[src/rtl/llc_cmd_dispatch_pkg.sv]
// Shared definitions for the LLC trace-command dispatcher.
// Provides address/command widths, the trace command encoding, the
// buffered command payload, dispatcher FSM states and the command decoder.
package line;

    localparam int unsigned ADDR_SIZE = 32;
    localparam int unsigned CMD_W     = 4;

    typedef enum logic [CMD_W-1:0] {
        RD_DATA = 4'd0,
        WR_DATA = 4'd1,
        RD_INST = 4'd2,
        SN_INV  = 4'd3,
        SN_RD   = 4'd4,
        SN_WR   = 4'd5,
        SN_RWIM = 4'd6,
        CLEAR   = 4'd8,
        PRINT   = 4'd9
    } cmd_e;

    // Code is kept as raw bits so illegal codes survive buffering and can be flagged.
    typedef struct packed {
        logic [CMD_W-1:0]     code;
        logic [ADDR_SIZE-1:0] addr;
    } cmd_st;

    typedef enum logic {
        RUN      = 1'b0,
        CLR_WAIT = 1'b1
    } dispatch_state_e;

    // One-hot request selection plus the snoop qualifier.
    typedef struct packed {
        logic rd;
        logic wr;
        logic inv;
        logic snp;
        logic clr;
        logic prt;
        logic bad;
    } req_st;

    // Map a trace code onto the request it issues to the cache.
    function automatic req_st decode_cmd(input logic [CMD_W-1:0] code);
        req_st r;
        r = '0;
        case (code)
            RD_DATA, RD_INST: r.rd = 1'b1;
            WR_DATA:          r.wr = 1'b1;
            SN_INV, SN_RWIM:  begin r.inv = 1'b1; r.snp = 1'b1; end
            SN_RD:            begin r.rd  = 1'b1; r.snp = 1'b1; end
            SN_WR:            begin r.wr  = 1'b1; r.snp = 1'b1; end
            CLEAR:            r.clr = 1'b1;
            PRINT:            r.prt = 1'b1;
            default:          r.bad = 1'b1;
        endcase
        return r;
    endfunction

endpackage

[src/rtl/llc_cmd_dispatch_if.sv]
// Handshake and cache-request bundle of the LLC command dispatcher.
// master: trace source / cache side (drives commands and cache_busy).
// slave : the dispatcher (accepts commands, drives request pulses).
//   cmd_valid/cmd_ready/cmd_code/cmd_addr : trace command handshake
//   cache_busy                            : cache stall
//   address, read_req, write_req, invalidate, snoop,
//   clear_req, print_req, bad_cmd         : issued request and pulses
interface llc_cmd_dispatch_if;
    import line::*;

    logic                 cmd_valid;
    logic                 cmd_ready;
    logic [CMD_W-1:0]     cmd_code;
    logic [ADDR_SIZE-1:0] cmd_addr;
    logic                 cache_busy;
    logic [ADDR_SIZE-1:0] address;
    logic                 read_req;
    logic                 write_req;
    logic                 invalidate;
    logic                 snoop;
    logic                 clear_req;
    logic                 print_req;
    logic                 bad_cmd;

    modport master (
        output cmd_valid, cmd_code, cmd_addr, cache_busy,
        input  cmd_ready, address, read_req, write_req, invalidate,
               snoop, clear_req, print_req, bad_cmd
    );

    modport slave (
        input  cmd_valid, cmd_code, cmd_addr, cache_busy,
        output cmd_ready, address, read_req, write_req, invalidate,
               snoop, clear_req, print_req, bad_cmd
    );

endinterface

[src/rtl/llc_cmd_dispatch_cmd_fifo.sv]
// cmd_fifo: synchronous FIFO of cmd_st entries with registered full/empty.
//   clk, rst  : clock, asynchronous active-low reset
//   i_push    : write i_data (ignored when full)
//   i_pop     : drop the head entry (ignored when empty)
//   o_head_c  : head entry, combinational read of the storage
//   o_full    : count == DEPTH
//   o_empty   : count == 0
module cmd_fifo
    import line::*;
#(
    parameter int unsigned DEPTH = 4
) (
    input  logic  clk,
    input  logic  rst,
    input  logic  i_push,
    input  cmd_st i_data,
    input  logic  i_pop,
    output cmd_st o_head_c,
    output logic  o_full,
    output logic  o_empty
);

    localparam int unsigned PTR_W = (DEPTH > 1) ? $clog2(DEPTH) : 1;
    localparam int unsigned CNT_W = $clog2(DEPTH + 1);

    cmd_st            r_mem [DEPTH];
    logic [PTR_W-1:0] r_wr_ptr;
    logic [PTR_W-1:0] r_rd_ptr;
    logic [CNT_W-1:0] r_count;
    logic             r_full;
    logic             r_empty;
    logic [CNT_W-1:0] w_count_nxt;
    logic             w_push;
    logic             w_pop;

    assign w_push = i_push && !r_full;
    assign w_pop  = i_pop && !r_empty;

    // Occupancy after this edge; flags are registered from it.
    always_comb begin
        w_count_nxt = r_count;
        case ({w_push, w_pop})
            2'b10:   w_count_nxt = r_count + CNT_W'(1);
            2'b01:   w_count_nxt = r_count - CNT_W'(1);
            default: w_count_nxt = r_count;
        endcase
    end

    // Storage needs no reset; contents are only visible through the pointers.
    always_ff @(posedge clk) begin
        if (w_push) begin
            r_mem[r_wr_ptr] <= i_data;
        end
    end

    // Pointers wrap naturally since DEPTH is a power of two.
    always_ff @(posedge clk or negedge rst) begin
        if (!rst) begin
            r_wr_ptr <= '0;
            r_rd_ptr <= '0;
            r_count  <= '0;
            r_full   <= 1'b0;
            r_empty  <= 1'b1;
        end else begin
            if (w_push) r_wr_ptr <= r_wr_ptr + PTR_W'(1);
            if (w_pop)  r_rd_ptr <= r_rd_ptr + PTR_W'(1);
            r_count <= w_count_nxt;
            r_full  <= (w_count_nxt == CNT_W'(DEPTH));
            r_empty <= (w_count_nxt == '0);
        end
    end

    assign o_head_c = r_mem[r_rd_ptr];
    assign o_full   = r_full;
    assign o_empty  = r_empty;

endmodule

[src/rtl/llc_cmd_dispatch.sv]
// llc_cmd_dispatch: buffers trace commands and issues them to the cache as
// single-cycle request pulses, sequencing clear (with a stall window) and print.
//   clk  : clock
//   rst  : asynchronous active-low reset
//   bus  : llc_cmd_dispatch_if.slave (command handshake, cache_busy, pulses)
// Optional build macro DISPATCH_STATS_EN adds 16-bit saturating counters
//   rd_cnt, wr_cnt, inv_cnt, bad_cnt (cleared by reset and by a clear issue).
module llc_cmd_dispatch
    import line::*;
#(
    parameter int unsigned FIFO_DEPTH = 4,
    parameter int unsigned CLEAR_WAIT = 8
) (
    input  logic                clk,
    input  logic                rst,
    llc_cmd_dispatch_if.slave   bus
`ifdef DISPATCH_STATS_EN
    ,
    output logic [15:0]         rd_cnt,
    output logic [15:0]         wr_cnt,
    output logic [15:0]         inv_cnt,
    output logic [15:0]         bad_cnt
`endif
);

    localparam int unsigned CNT_W = (CLEAR_WAIT > 0) ? $clog2(CLEAR_WAIT + 1) : 1;

    logic                 w_push;
    logic                 w_pop;
    logic                 w_full;
    logic                 w_empty;
    cmd_st                w_wr_data;
    cmd_st                w_head;
    req_st                w_dec;

    dispatch_state_e      r_state;
    logic [CNT_W-1:0]     r_wait_cnt;
    logic [ADDR_SIZE-1:0] r_address;
    logic                 r_read_req;
    logic                 r_write_req;
    logic                 r_invalidate;
    logic                 r_snoop;
    logic                 r_clear_req;
    logic                 r_print_req;
    logic                 r_bad_cmd;

    // No push when full, even if the head pops on the same edge.
    assign w_push    = bus.cmd_valid && !w_full;
    assign w_pop     = (r_state == RUN) && !w_empty && !bus.cache_busy;
    assign w_wr_data = cmd_st'{code: bus.cmd_code, addr: bus.cmd_addr};
    assign w_dec     = decode_cmd(w_head.code);

    cmd_fifo #(
        .DEPTH (FIFO_DEPTH)
    ) u_cmd_fifo (
        .clk      (clk),
        .rst      (rst),
        .i_push   (w_push),
        .i_data   (w_wr_data),
        .i_pop    (w_pop),
        .o_head_c (w_head),
        .o_full   (w_full),
        .o_empty  (w_empty)
    );

    // Issue FSM: pulses default low so each lasts exactly one cycle.
    always_ff @(posedge clk or negedge rst) begin
        if (!rst) begin
            r_state      <= RUN;
            r_wait_cnt   <= '0;
            r_address    <= '0;
            r_read_req   <= 1'b0;
            r_write_req  <= 1'b0;
            r_invalidate <= 1'b0;
            r_snoop      <= 1'b0;
            r_clear_req  <= 1'b0;
            r_print_req  <= 1'b0;
            r_bad_cmd    <= 1'b0;
        end else begin
            r_read_req   <= 1'b0;
            r_write_req  <= 1'b0;
            r_invalidate <= 1'b0;
            r_snoop      <= 1'b0;
            r_clear_req  <= 1'b0;
            r_print_req  <= 1'b0;
            r_bad_cmd    <= 1'b0;
            case (r_state)
                RUN: begin
                    if (w_pop) begin
                        r_read_req   <= w_dec.rd;
                        r_write_req  <= w_dec.wr;
                        r_invalidate <= w_dec.inv;
                        r_snoop      <= w_dec.snp;
                        r_clear_req  <= w_dec.clr;
                        r_print_req  <= w_dec.prt;
                        r_bad_cmd    <= w_dec.bad;
                        r_address    <= w_head.addr;
                        if (w_dec.clr) begin
                            r_state    <= CLR_WAIT;
                            r_wait_cnt <= CNT_W'(CLEAR_WAIT);
                        end
                    end
                end
                CLR_WAIT: begin
                    // Return to RUN on the edge the counter lands on zero.
                    if (r_wait_cnt != '0) begin
                        r_wait_cnt <= r_wait_cnt - CNT_W'(1);
                    end
                    if (r_wait_cnt <= CNT_W'(1)) begin
                        r_state <= RUN;
                    end
                end
            endcase
        end
    end

    assign bus.cmd_ready  = !w_full;
    assign bus.address    = r_address;
    assign bus.read_req   = r_read_req;
    assign bus.write_req  = r_write_req;
    assign bus.invalidate = r_invalidate;
    assign bus.snoop      = r_snoop;
    assign bus.clear_req  = r_clear_req;
    assign bus.print_req  = r_print_req;
    assign bus.bad_cmd    = r_bad_cmd;

`ifdef DISPATCH_STATS_EN
    localparam int unsigned STAT_W = 16;

    logic [STAT_W-1:0] r_rd_cnt;
    logic [STAT_W-1:0] r_wr_cnt;
    logic [STAT_W-1:0] r_inv_cnt;
    logic [STAT_W-1:0] r_bad_cnt;

    function automatic logic [STAT_W-1:0] sat_inc(input logic [STAT_W-1:0] v, input logic en);
        return (en && (v != '1)) ? v + STAT_W'(1) : v;
    endfunction

    // Counters step on the issue edge, so they track the pulses one-for-one.
    always_ff @(posedge clk or negedge rst) begin
        if (!rst) begin
            r_rd_cnt  <= '0;
            r_wr_cnt  <= '0;
            r_inv_cnt <= '0;
            r_bad_cnt <= '0;
        end else if (w_pop && w_dec.clr) begin
            r_rd_cnt  <= '0;
            r_wr_cnt  <= '0;
            r_inv_cnt <= '0;
            r_bad_cnt <= '0;
        end else if (w_pop) begin
            r_rd_cnt  <= sat_inc(r_rd_cnt,  w_dec.rd);
            r_wr_cnt  <= sat_inc(r_wr_cnt,  w_dec.wr);
            r_inv_cnt <= sat_inc(r_inv_cnt, w_dec.inv);
            r_bad_cnt <= sat_inc(r_bad_cnt, w_dec.bad);
        end
    end

    assign rd_cnt  = r_rd_cnt;
    assign wr_cnt  = r_wr_cnt;
    assign inv_cnt = r_inv_cnt;
    assign bad_cnt = r_bad_cnt;
`endif

endmodule

[src/flat_wrapper.sv]
// flat-port wrapper written by rule: the top's interface ports become plain ports
module llc_cmd_dispatch_flat import line::*;
#(
    parameter int unsigned FIFO_DEPTH = 4,
    parameter int unsigned CLEAR_WAIT = 8
)
  (clk, rst, bus_cmd_valid, bus_cmd_code, bus_cmd_addr, bus_cache_busy, bus_cmd_ready, bus_address, bus_read_req, bus_write_req, bus_invalidate, bus_snoop, bus_clear_req, bus_print_req, bus_bad_cmd);
  llc_cmd_dispatch_if bus_i ();
  input  logic clk;
  input  logic rst;
  input wire logic [$bits(bus_i.cmd_valid)-1:0] bus_cmd_valid;
  input wire logic [$bits(bus_i.cmd_code)-1:0] bus_cmd_code;
  input wire logic [$bits(bus_i.cmd_addr)-1:0] bus_cmd_addr;
  input wire logic [$bits(bus_i.cache_busy)-1:0] bus_cache_busy;
  output wire logic [$bits(bus_i.cmd_ready)-1:0] bus_cmd_ready;
  output wire logic [$bits(bus_i.address)-1:0] bus_address;
  output wire logic [$bits(bus_i.read_req)-1:0] bus_read_req;
  output wire logic [$bits(bus_i.write_req)-1:0] bus_write_req;
  output wire logic [$bits(bus_i.invalidate)-1:0] bus_invalidate;
  output wire logic [$bits(bus_i.snoop)-1:0] bus_snoop;
  output wire logic [$bits(bus_i.clear_req)-1:0] bus_clear_req;
  output wire logic [$bits(bus_i.print_req)-1:0] bus_print_req;
  output wire logic [$bits(bus_i.bad_cmd)-1:0] bus_bad_cmd;
  assign bus_i.cmd_valid = bus_cmd_valid;
  assign bus_i.cmd_code = bus_cmd_code;
  assign bus_i.cmd_addr = bus_cmd_addr;
  assign bus_i.cache_busy = bus_cache_busy;
  assign bus_cmd_ready = bus_i.cmd_ready;
  assign bus_address = bus_i.address;
  assign bus_read_req = bus_i.read_req;
  assign bus_write_req = bus_i.write_req;
  assign bus_invalidate = bus_i.invalidate;
  assign bus_snoop = bus_i.snoop;
  assign bus_clear_req = bus_i.clear_req;
  assign bus_print_req = bus_i.print_req;
  assign bus_bad_cmd = bus_i.bad_cmd;
  llc_cmd_dispatch #(.FIFO_DEPTH(FIFO_DEPTH), .CLEAR_WAIT(CLEAR_WAIT)) u_core (.clk(clk), .rst(rst), .bus(bus_i));
endmodule
[config.mk]
export PLATFORM = sky130hd
export DESIGN_NAME = llc_cmd_dispatch_flat
export DESIGN_NICKNAME = d
export VERILOG_FILES = /design/src/rtl/llc_cmd_dispatch_pkg.sv /design/src/rtl/llc_cmd_dispatch_if.sv /design/src/rtl/llc_cmd_dispatch_cmd_fifo.sv /design/src/rtl/llc_cmd_dispatch.sv /design/src/flat_wrapper.sv
export SDC_FILE = /design/constraint.sdc
export NUM_CORES = 1
export LEC_CHECK = 0
export BUFFER_PORTS_ARGS = -buffer_cell sky130_fd_sc_hd__buf_2
export CAP_MARGIN = 20
export CORE_MARGIN = 2
export CORE_UTILIZATION = 45
export DETAILED_ROUTE_END_ITERATION = 6
export PLACE_DENSITY = 0.77
export SLEW_MARGIN = 10
export SYNTH_ARGS = -nofsm -noshare
export SYNTH_HDL_FRONTEND = slang
export SYNTH_SLANG_ARGS = --single-unit
[constraint.sdc]
create_clock -name clk -period 2.91 [get_ports clk]
set_input_delay 0.582 -clock clk [delete_from_list [all_inputs] [get_ports clk]]
set_output_delay 0.582 -clock clk [all_outputs]
set_load 0.01 [all_outputs]
---- After elaboration in Yosys (flattened, before gate mapping) ----
Memories as Yosys holds them, arrays and structs flattened.
Index checks and enable logic that the tools add are counted.
operators by class
  add/subtract/negate cells ............... 5
  magnitude comparators ................... 1
  equal/unequal tests ..................... 14
  multiplexer cells ....................... 32
  bitwise gates (word level) .............. 1
  reduce and logical (&&, ||, !) cells .... 18
operators by type and width
  cell                                                                               number
  1-bit 2-to-1 mux                                                                   26
  4-bit by 3-bit == test with 1-bit output (second input constant)                   3
  4-bit 2-to-1 mux                                                                   3
  9-bit OR reduction                                                                 1
  4-bit by 2-bit == test with 1-bit output (second input constant)                   2
  4-bit == test (second input constant)                                              2
  4-bit case mux with 2 select lines                                                 1
  3-bit case mux with 2 select lines                                                 1
  1-bit logical AND                                                                  5
  2-bit by 1-bit adder with 2-bit output (second input constant)                     2
  4-bit by 1-bit == test with 1-bit output (second input constant)                   1
  4-bit by 1-bit less-or-equal comparator with 1-bit output (second input constant)  1
  4-bit logical NOT                                                                  1
  2-bit inequality test (second input constant)                                      2
  4-bit nonzero test                                                                 1
  2-bit OR reduction                                                                 2
  4-bit OR reduction                                                                 1
  4-bit by 1-bit subtractor with 4-bit output (second input constant)                1
  3-bit by 1-bit adder with 3-bit output (second input constant)                     1
  3-bit == test (second input constant)                                              1
  1-bit logical NOT                                                                  3
  3-bit logical NOT                                                                  1
  3-bit AND reduction                                                                1
  3-bit OR reduction                                                                 1
  other kinds (7)                                                                    7
storage, ports and cells
  register bits after elaboration ......... 53
  RAM bits ................................ 144
  output and inout port bits .............. 40
  logic and storage cells ................. 87
  memories ................................ 1
memories
  name                     words  bits a word  read ports  clocked after Yosys merged registers in  write ports  RTL line                         source
  u_core.u_cmd_fifo.r_mem  4      36           1           0                                        1            llc_cmd_dispatch_cmd_fifo.sv:26  cmd_st r_mem [DEPTH];

---- Depth between registers and ports, before layout ----
  word-level depth ........................ 7
  depth in mapped cells ................... 11
  depth with buffers taken out ............ 9

---- Cells and area by module ----
A second synthesis with hierarchy kept.
unflattened totals
  cell total of the unflattened synthesis .. 423
  area total of the unflattened synthesis .. 7,533.5 sq um
modules (own cells, without submodules)
  module            instances  cells each  area an instance (sq um)  sequential area each (sq um)
  cmd_fifo          1          236         5,713.0                   4,550.6
  llc_cmd_dispatch  1          187         1,820.5                   1,101.1

---- Worst setup path before layout ----
Ideal clock, no wire load.
  path kind ............................... input port to flip-flop
  start point ............................. in bus_cache_busy
  end point ............................... reg u_core.u_cmd_fifo.r_full (netlist: u_core.u_cmd_fifo.o_full)
  arrival time ............................ 2.782 ns
  slack ................................... 0.055 ns
  stages .................................. 11
  cell sequence ........................... or3_1 > clkbuf_1 > clkinv_1 > clkbuf_1 > ha_1 > inv_1 > fa_1 > xor2_1 > nor2_1 > xor2_1 > nor2b_1
on the way
  cells in the longest elaborated chain, start to end .. 6
ends and longest elaborated chain
  what                                                                              RTL line                         source
  start, declared                                                                   flat_wrapper.sv:14               input wire logic [$bits(bus_i.cache_busy)-1:0] bus_cache_busy;
  1-bit logical NOT (*)                                                             llc_cmd_dispatch.sv:49           assign w_pop = (r_state == RUN) && !w_empty && !bus.cache_busy;
  1-bit logical AND (*)                                                             llc_cmd_dispatch.sv:49
  1-bit logical AND (*)                                                             llc_cmd_dispatch_cmd_fifo.sv:37  assign w_pop = i_pop && !r_empty;
  2-bit by 1-bit == test with 1-bit output / 2-bit == test (equally long branches)  llc_cmd_dispatch_cmd_fifo.sv:42  case ({w_push, w_pop})
  3-bit case mux with 2 select lines (*)                                            llc_cmd_dispatch_cmd_fifo.sv:42
  named net u_core.u_cmd_fifo.w_count_nxt[2]                                        llc_cmd_dispatch_cmd_fifo.sv:32  logic [CNT_W-1:0] w_count_nxt;
  3-bit == test (*)                                                                 llc_cmd_dispatch_cmd_fifo.sv:68  r_full <= (w_count_nxt == CNT_W'(DEPTH));
  end signal, assigned                                                              llc_cmd_dispatch_cmd_fifo.sv:68
  end, declared                                                                     llc_cmd_dispatch_cmd_fifo.sv:30  logic r_full;
The timed path passes the listed nets; every way through them passes the cells marked *.
A chain may end at the register's enable or synchronous reset.

---- Worst setup path after layout ----
  start point ............................. reg u_core.r_state
  end point ............................... reg u_core.u_cmd_fifo.r_full (netlist: u_core.u_cmd_fifo.o_full)
on the way
  cells in the longest elaborated chain, start to end .. 7
ends and longest elaborated chain
  what                                                                              RTL line                         source
  start, declared                                                                   llc_cmd_dispatch.sv:36           dispatch_state_e r_state;
  start signal, assigned                                                            llc_cmd_dispatch.sv:69           r_state <= RUN;
  start signal, assigned                                                            llc_cmd_dispatch.sv:99           r_state <= CLR_WAIT;
  start signal, assigned                                                            llc_cmd_dispatch.sv:110          r_state <= RUN;
  1-bit inverter (no line) (*)                                                      --
  1-bit logical AND (*) (2 in a row)                                                llc_cmd_dispatch.sv:49
  1-bit logical AND (*)                                                             llc_cmd_dispatch_cmd_fifo.sv:37
  2-bit by 1-bit == test with 1-bit output / 2-bit == test (equally long branches)  llc_cmd_dispatch_cmd_fifo.sv:42
  3-bit case mux with 2 select lines (*)                                            llc_cmd_dispatch_cmd_fifo.sv:42
  named net u_core.u_cmd_fifo.w_count_nxt[2]                                        llc_cmd_dispatch_cmd_fifo.sv:32
  3-bit == test (*)                                                                 llc_cmd_dispatch_cmd_fifo.sv:68
Marked as above.

==> impl_metrics.py <==
metrics = {
    "run_status": {
        "status": "finished, final reports clean",
    },
    "timing": {
        "setup_ws_ps": 452,
        "finalMaxSlewViolations": 0,
        "fmax_ghz": 0.407,
        "tns_ps": 0,
        "final_hold_viol_count": 0,
        "slew_headroom_pct": 54.7,
        "rsz0062_at_grt": "no",
        "setup_viol": 0,
        "skew_ps": 7.36,
        "hold_ws_ps": 102,
        "finalCriticalPeriod_ps": 2460,
        "tightest_slew_ps": 680,
        "post-route-period-util_pct": 84.5,
    },
    "logic_synthesis": {
        "syn_inst": 417,
        "synth-seq-area-share_pct": 76.6,
        "ys_ff_latch": 197,
        "netlist_area_um2": 7380,
        "yosysWarningCount": 0,
        "synthDistinctLibCells": 32,
        "syn-num-nets": 466,
        "avgSynthCellArea_um2": 17.7,
    },
    "power": {
        "leakage_nw": 3.41,
        "power_mw": 8.84,
        "power_density_nw_per_um2": 1020,
        "ir_worst_vdd_uv": 479,
    },
    "cts": {
        "clock-sinks": 197,
        "cts_max_path_buffers": 2,
        "cts-buffers-inserted": 17,
        "tritoncts": "done",
        "cts_resized": 0,
        "clk_latency_ps": 420,
        "hold_buffers": 0,
        "post_cts.repair.setup_buffers": 0,
        "clkTransAtPathRegs_ps": 70,
        "htreeDepth": 4,
        "cts-root-buf": "clkbuf_16",
    },
    "placed_design": {
        "dp_slack_ps": 197,
        "portBuffers": 79,
        "gp_congestion": 0.730,
        "placedCellCount": 710,
        "hpwl_mm": 8.47,
    },
    "route": {
        "vias": 3743,
        "ant_nets": 0,
        "drc": 0,
        "drt_iter0_drc": 222,
        "wl_per_cell_um": 18.1,
        "routed_via_density": 5.04,
        "first_pass_iters": 4,
        "wl_mm": 13.4,
    },
    "critical_path": {
        "worstSetupStartpointType": "register",
        "startpoint": "u_core.r_state",
        "r2r_end": "u_core.u_cmd_fifo.o_full",
        "critPathTopFamily": "simple AND/OR/NAND/NOR gates",
        "r2r-start": "u_core.r_state",
        "cp_slowest_stage_delay_ps": 530,
        "cp.buffers_inverters": 2,
        "reg2reg_slack_ps": 450,
        "required_ps": 3260,
        "crit_arrival_ps": 2810,
        "criticalPathCategory": "register to register",
        "crit_chain": "or3_2 -> clkinv_1 -> ha_1 -> inv_1 -> fa_1 -> xor2_1 -> nor2_1 -> xor2_1 -> nor2b_1",
        "critPathCaptureType": "register",
        "slowest_stage": "or3_2",
        "rr_worst_depth": 9,
        "crit_top_cell": "xor2_1",
        "crit_fanout": 5,
    },
    "die": {
        "ios": 80,
        "die_area_um2": 17400,
        "die_w_um": 132,
        "fp.coreArea_um2": 15900,
        "num_rows": 46,
        "die_h_um": 132,
        "initial_core_util_pct": 46.3,
    },
    "global_route": {
        "grt_max_degree": 36,
        "antenna_found_initial": 1,
        "grt_overflow": 0,
        "grt_pass1_wl_mm": 21.7,
        "grt.total_usage_pct": 16.6,
        "grt_pass1_vias": 3983,
    },
    "layout": {
        "diodes": 0,
        "final_layout_size_suffix_gt1_share_pct": 31.2,
        "nets": 562,
        "fin_cells": 742,
        "mostFrequentLayoutCell": "edfxtp_1",
        "final_cell_mix": "edfxtp_1 (144), nand2_1 (102), buf_2 (79)",
        "syn_to_final_growth_pct": 17.4,
    },
    "min_path": {
        "min_path_type": "primary input to asynchronous set/reset pin",
    },
    "flow_run": {
        "max_cap_viol_count": 0,
    },
}
==> logic make-up (layout without fill, tap and decap cells) <==
group	Yosys count	count (layout)	synth area share, %
AOI/OAI and AO/OA	13	13	1.17
adders and majority gates	9	9	1.63
and+or+nand+nor	124	124	6.90
xor gates and xnor gates	9	9	1.07
DFF	197	197	76.6
muxes	37	37	11.1
buffers and inverters	28	137	1.53
==> cell usage after synthesis <==
cell type,count,share of area (%)
a21oi_1,1,0.068
a2bb2oi_1,1,0.12
mux4_2,36,11
mux2i_1,1,0.14
nor2_1,7,0.36
nand2_1,102,5.2
clkbuf_1,10,0.51
fa_1,1,0.27
xnor2_1,6,0.71
clkinv_1,1,0.051
dfrtp_1,52,18
nand3_1,1,0.068
o22ai_1,1,0.085
edfxtp_1,144,59
and2_1,4,0.34
buf_1,5,0.25
xor2_1,3,0.36
or4b_4,1,0.19
nor3_1,2,0.14
buf_6,1,0.15
a211oi_1,1,0.10
nor3b_1,2,0.20
a211o_1,1,0.12
ha_1,8,1.4
dfstp_2,1,0.36
o21ai_0,5,0.34
o211a_1,1,0.14
nor2b_1,2,0.17
inv_1,11,0.56
or2_2,2,0.17
a21o_1,2,0.20
or3_1,1,0.085
==> worst max path at each step <==
stage          slack, ps                       end  cells after the start
2_1_floorplan         50  u_core.u_cmd_fifo.o_full                     11
3_3_place_gp         310  u_core.u_cmd_fifo.o_full                     10
3_5_place_dp         200  u_core.u_cmd_fifo.o_full                     10
4_1_cts              430  u_core.u_cmd_fifo.o_full                      9
5_1_grt              310  u_core.u_cmd_fifo.o_full                      9
6_report             450  u_core.u_cmd_fifo.o_full                      9
==> where the power goes <==
group	switching (mW)	internal, mW	total, mW
Clock	0.960	1.35	2.31
Combinational	1.37	1.10	2.47
Sequential	0.293	3.77	4.06
==> flip-flops by register name, indices dropped and copies added, names as in the netlist, 2 cells and up <==
signal and flops:
u_core.u_cmd_fifo.r_rd_ptr 2, u_core.u_cmd_fifo.r_mem 144, u_core.u_cmd_fifo.r_count 3, u_core.bus.address 32
u_core.r_wait_cnt 4, u_core.u_cmd_fifo.r_wr_ptr 2
==> per-layer routing <==
metal | vias up | routed length [um] | global-route usage (%) | share of wire (%)
li1 | 1731 | - | - | -
met1 | 1912 | 5590 | 20.9 | 42
met2 | 88 | 7020 | 27.7 | 52
met3 | 10 | 722 | 5.61 | 5.4
met4 | 2 | 98 | 4.95 | 0.73
met5 | - | 13 | 0 | 0.097
==> through the flow <==
stage | instance area, um^2 | util (%)
5_1_grt | 8670 | 54.4
2_1_floorplan | 7380 | -
6_report | 8670 | 54.4
4_1_cts | 8670 | 54.4
3_3_place_gp | 8090 | 50.8
3_5_place_dp | 8090 | 50.8
==> area by class of cell <==
class / instances / area (um^2)
Inverter: 12 / 45.0
Timing Repair Buffer: 93 / 500
Clock inverter: 10 / 130
Sequential cell: 197 / 5650
Clock buffer: 22 / 444
Fill cell: 1254 / 7280
Tap cell: 216 / 270
Multi-Input combinational cell: 192 / 1620
Power figures use the tool's default switching activity.
